**src/rtl/fetch_queue.sv**
```systemverilog
// fetch_queue: instruction fetch PC, one-cycle imem handshake and stall-tolerant fetch FIFO with redirect flush
module fetch_queue #(
  parameter int          DEPTH    = 4,
  parameter logic [15:0] NOP_INST = 16'h0000
) (
  input  logic        clk,
  input  logic        rst,
  output logic        imem_req,
  output logic [15:0] imem_addr,
  input  logic [15:0] imem_rdata,
  input  logic        redirect,
  input  logic [15:0] redirect_target,
  input  logic        ifid_stall,
  output logic        out_valid,
  output logic [15:0] out_inst,
  output logic [15:0] out_pc_added
);
  localparam int            AW      = $clog2(DEPTH);
  localparam int            LAST_I  = DEPTH - 1;
  localparam logic [AW:0]   DEPTH_C = DEPTH[AW:0];
  localparam logic [AW-1:0] LAST    = LAST_I[AW-1:0];

  logic [15:0]   fetch_pc_q, fetch_pc_d;
  logic          inflight_q, inflight_d;
  logic [15:0]   inflight_pc_q, inflight_pc_d;
  logic [AW-1:0] rd_q, rd_d, wr_q, wr_d;
  logic [AW:0]   count_q, count_d;
  logic [15:0]   inst_q [DEPTH];
  logic [15:0]   pc_q   [DEPTH];
  logic [AW:0]   occ;
  logic          push, pop;

  function automatic logic [AW-1:0] inc(input logic [AW-1:0] p);
    return (p == LAST) ? '0 : p + 1'b1;
  endfunction

  // An in-flight request has a reserved slot, so issue only while entries plus outstanding fit
  assign occ       = count_q + {{AW{1'b0}}, inflight_q};
  assign imem_req  = !rst && !redirect && (occ < DEPTH_C);
  assign imem_addr = fetch_pc_q;
  assign push      = inflight_q && !redirect;
  assign pop       = out_valid && !ifid_stall && !redirect;

  // Outputs come only from registered FIFO state, never from imem_rdata directly
  assign out_valid    = (count_q != '0);
  assign out_inst     = out_valid ? inst_q[rd_q] : NOP_INST;
  assign out_pc_added = out_valid ? pc_q[rd_q] : 16'h0000;

  // Next-state: redirect flushes everything and restarts at the target
  always_comb begin
    fetch_pc_d    = redirect ? redirect_target : imem_req ? fetch_pc_q + 16'd1 : fetch_pc_q;
    inflight_d    = imem_req;
    inflight_pc_d = imem_req ? fetch_pc_q : inflight_pc_q;
    wr_d          = redirect ? '0 : push ? inc(wr_q) : wr_q;
    rd_d          = redirect ? '0 : pop ? inc(rd_q) : rd_q;
    count_d       = redirect ? '0 : count_q + {{AW{1'b0}}, push} - {{AW{1'b0}}, pop};
  end

  // Control state registers; reset wins over redirect
  always_ff @(posedge clk) begin
    if (rst) begin
      fetch_pc_q    <= 16'h0000;
      inflight_q    <= 1'b0;
      inflight_pc_q <= 16'h0000;
      rd_q          <= '0;
      wr_q          <= '0;
      count_q       <= '0;
    end else begin
      fetch_pc_q    <= fetch_pc_d;
      inflight_q    <= inflight_d;
      inflight_pc_q <= inflight_pc_d;
      rd_q          <= rd_d;
      wr_q          <= wr_d;
      count_q       <= count_d;
    end
  end

  // FIFO payload storage; contents are don't-care until counted valid
  always_ff @(posedge clk) begin
    if (push && !rst) begin
      inst_q[wr_q] <= imem_rdata;
      pc_q[wr_q]   <= inflight_pc_q + 16'd1;
    end
  end
endmodule
```
**config.mk**
```make
export PLATFORM = sky130hd
export DESIGN_NAME = fetch_queue
export DESIGN_NICKNAME = d
export VERILOG_FILES = /design/src/rtl/fetch_queue.sv
export SDC_FILE = /design/constraint.sdc
export NUM_CORES = 1
export LEC_CHECK = 0
export ABC_AREA = 1
export BUFFER_PORTS_ARGS = -buffer_cell sky130_fd_sc_hd__clkbuf_2
export CAP_MARGIN = 20
export CORE_MARGIN = 3
export CORE_UTILIZATION = 45
export DETAILED_ROUTE_END_ITERATION = 10
export PLACE_DENSITY = 0.75
export SLEW_MARGIN = 20
export SYNTH_ARGS = -nofsm -noshare
export SYNTH_HDL_FRONTEND = slang
export SYNTH_SLANG_ARGS = --single-unit
```
**constraint.sdc**
```tcl
create_clock -name clk -period 3.45 [get_ports clk]
set_clock_uncertainty 0.05 [all_clocks]
set_input_delay 0.69 -clock clk [delete_from_list [all_inputs] [get_ports clk]]
set_output_delay 0.69 -clock clk [all_outputs]
set_load 0.1 [all_outputs]
```
* After elaboration in Yosys (flattened, before gate mapping)
Memory sizes are Yosys's and may differ from the RTL's. A register that Yosys moved wholly into a read port is not among the register bits.
Index checks and enable logic that the tools add are counted.
** Cells by class
- Mux-type cells :: 12
- Reductions and logical operators :: 12
- Magnitude comparators :: 1
- Equal/unequal tests :: 2
- Add/subtract/negate cells :: 7
** Operators with widths (number)
- $mux 16 :: 4
- $add 16x1->16 const B :: 2
- $mux 2 :: 6
- $add 3x1->3 :: 2
- $logic_and 1x1->1 :: 6
- $add 2x1->2 const B :: 2
- $eq 2x2->1 const B :: 2
- $logic_not 1->1 :: 3
- $lt 3x3->1 const B :: 1
- $reduce_bool 3->1 :: 1
- $sub 3x1->3 :: 1
- $mux 1 :: 2
- $reduce_bool 2->1 :: 1
- $reduce_or 2->1 :: 1
** Word-level totals
- Memories kept :: 2
- Register bits after elaboration :: 40
- Word-level logic and storage cells :: 42
- Output and inout port bits :: 50
- Bits in writable memories :: 128
** Memories
- inst_q :: depth 4, bits a word 16, read ports 1, clocked after memory_dff 1, write ports 1, RTL line 28 : logic [15:0] inst_q [DEPTH];
- pc_q :: depth 4, bits a word 16, read ports 1, clocked after memory_dff 1, write ports 1, RTL line 29 : logic [15:0] pc_q [DEPTH];

* Logic depth before layout (Yosys ltp)
- Depth in word-level cells :: 5
- Depth in mapped cells :: 10

* Least setup slack after synthesis
OpenSTA, ideal clock, no wires.
- Kind :: register to output
- Start point :: reg (tool-made name)
- End point :: out out_inst[10]
- Stages on the path, launching flop included :: 7
- Path slack :: 0.264 ns
- Data required time :: 2.710 ns
- Path buffers :: 2
- Arrival time :: 2.446 ns
- Path through :: dfxtp_1 -> buf_2 -> buf_1 -> nor2_1 -> nor2_1 -> o21ai_0 -> a21oi_1
** RTL lines
- end: declaration :: RTL line 15 : output logic [15:0] out_inst,

==> results.yml <==
global_route:
  grt_pass1_vias: 5197
  grt_pass1_wl_um: 24900
  grt_max_degree: 65
  grt_antenna_before_repair: 0
  gr-total-overflow: 0
  track_usage: 0.175
worst_setup_path:
  critPathCaptureType: "output pin"
  critPathRequiredTime_ns: 2.71
  ff2ff_path_depth: 9
  setup.worst_path.class: "reg2out"
  path_max_fanout: 28
  arrival_ns: 2.26
  rrSetupSlack_ns: 1.32
  startpoint_type: "register"
routing:
  vias_per_cell: 5.09
  drcViolationCount: 0
  ant_nets: 0
  wl_um: 15100
  wl_per_cell_um: 14.3
  vias: 5369
  drt_iter0_markers: 359
  drtPass1Iterations: 5
clock_network:
  cts.path.max_buffers: 2
  cts_made_buffers: 17
  hold_buffers: 0
  insertion_delay_ns: 0.42
  tritoncts: "done"
  cts_root_buf: "clkbuf_16"
  post_cts_resized: 0
  postCtsSetupBuffers: 0
  path_clk_slew_ns: 0.06
  clock-sinks: 170
  htree_num_levels: 4
floorplanning:
  die-area_um2: 17900
  start_util: 0.461
  core-area_um2: 15900
  num_io_pins: 86
  row_count: 46
  die_h_um: 134
  die_x_um: 134
timing:
  max_slew_margin: 0.543
  min_period_ns: 3.00
  tns_ns: 0
  setup_violations: 0
  fin_crit_sh: 0.870
  rsz0062_at_grt: "false"
  finalHoldViolCount: 0
  maxSlewViolCount: 0
  timing.fmax_mhz: 333
  tightest_slew_ns: 0.685
power:
  leakage_nw: 3.46
  clockPowerShare: 0.418
  p_comb_frac: 0.084
  p_per_area_nw_per_um2: 500
  p_seq_frac: 0.498
  peakVddDrop_uv: 369
  p_int_w: 0.00347
  switching_power_w: 0.00108
  switching_share: 0.237
placement:
  dp_hpwl_um: 9390
  dp_cells: 1022
  numPortBuffers: 85
  dpl_cell_area_um2: 8500
  place_congestion: 0.846
layout:
  design_area_um2: 9100
  area_growth_pct: 23.8
  layout_common_cells: "nor2_1, edfxtp_1, nand2_1"
  finalNonFillerCells: 1054
  fin_nets: 870
  drive_above_1_share: 0.172
  final_common_cell: "nor2_1"
  antenna_cells: 0
logic_synthesis:
  synth-edff-count: 128
  synth_flop_cell: "edfxtp_1"
  seq_area_frac_synth: 0.637
  synthCells: 743
  ys_types: 32
  yosysWarningCount: 0
  syn_area_per_cell_um2: 9.90
  async_flop_share: 0
  synth_area_um2: 7350
  syn_nets: 788
  ys_ff_latch: 170
run:
  maxCapViolCount: 0
status:
  status: "finished, final reports clean"
worst_hold_path:
  worstHoldPathType: "in2reg"
  worstHoldPathCells: 1
layout make-up:
cell class / instances / area (um^2)
Clock buffer: 18 / 429
Clock inverter: 14 / 174
Fill cell: 1322 / 6840
Inverter: 56 / 210
Multi-Input combinational cell: 482 / 2310
Sequential cell: 170 / 4690
Tap cell: 216 / 270
Timing Repair Buffer: 98 / 1020
cells in the mapped netlist, types with 4 or more instances:
cell,instances,area share
buf_2,12,0.0082
nand2_1,86,0.044
ha_1,8,0.014
a21oi_1,66,0.045
o21ai_0,81,0.055
dfxtp_1,42,0.11
clkbuf_1,17,0.0087
xor2_1,15,0.018
edfxtp_1,128,0.52
inv_1,53,0.027
nor2_1,160,0.082
nand3_1,38,0.026
xnor2_1,4,0.0048
final timing paths:
kind | from | to
worst max-delay path | register | out_pc_added[11]
worst min-delay path | imem_rdata[11] | inst_q[3][11]$_DFFE_PP_
worst max register to register | count_q[1]$_SDFF_PN0_ | count_q[2]$_SDFF_PN0_
worst min register to register | inflight_pc_q[15]$_SDFFE_PP0P_ | inflight_pc_q[15]$_SDFFE_PP0P_
critical path, cell delays in order, from the launching register on:
cell and delay, ns:
dfxtp_2 0.33, clkinv_1 0.48, buf_4 0.44, o21ai_0 0.24
a21oi_1 0.14, buf_12 0.20
cells by family after synthesis:
logic type      count (synthesis)  synth area share
simple gates                  299             0.166
compound gates                155             0.108
flops                         170             0.637
fa+ha+maj                       9            0.0163
xor+xnor                       19            0.0226
buf+inv                        91            0.0505
power by group through the flow:
stage	Clock [W]	Combinational, W	Sequential (W)
2_1_floorplan	0	0.000187	0.00239
3_3_place_gp	0	0.000376	0.00231
3_5_place_dp	0	0.000382	0.00231
4_1_cts	0.00193	0.000383	0.00227
5_1_grt	0.00202	0.000409	0.00227
6_report	0.00190	0.000381	0.00227
per-stage QoR:
step | hold slack, ns | utilization | power (W) | worst slack, ns
after global placement | 0.414 | 0.533 | 0.00268 | 0.857
after detailed placement | 0.427 | 0.533 | 0.00269 | 0.775
after CTS | 0.412 | 0.571 | 0.00458 | 0.427
after floorplan | 0.397 | - | 0.00257 | 0.264
final | 0.430 | 0.571 | 0.00455 | 0.449
after global routing | 0.415 | 0.571 | 0.00470 | 0.269
layer usage:
metal	part of all wire	track usage	up-vias	routed length [um]
met5	0	0	-	0
met4	0.019	0.0714	0	285
met3	0.066	0.0431	24	992
met2	0.48	0.283	185	7200
met1	0.44	0.228	2482	6590
li1	-	-	2678	-
flip-flops by register name, summed over array words and instances, names as in the netlist, named ones only:
signal         flops
count_q            3
imem_addr         16
inflight_pc_q     16
inflight_q         1
inst_q            64
pc_q              64
rd_q               2
wr_q               2
No activity file was read; power rests on OpenSTA's default activity.
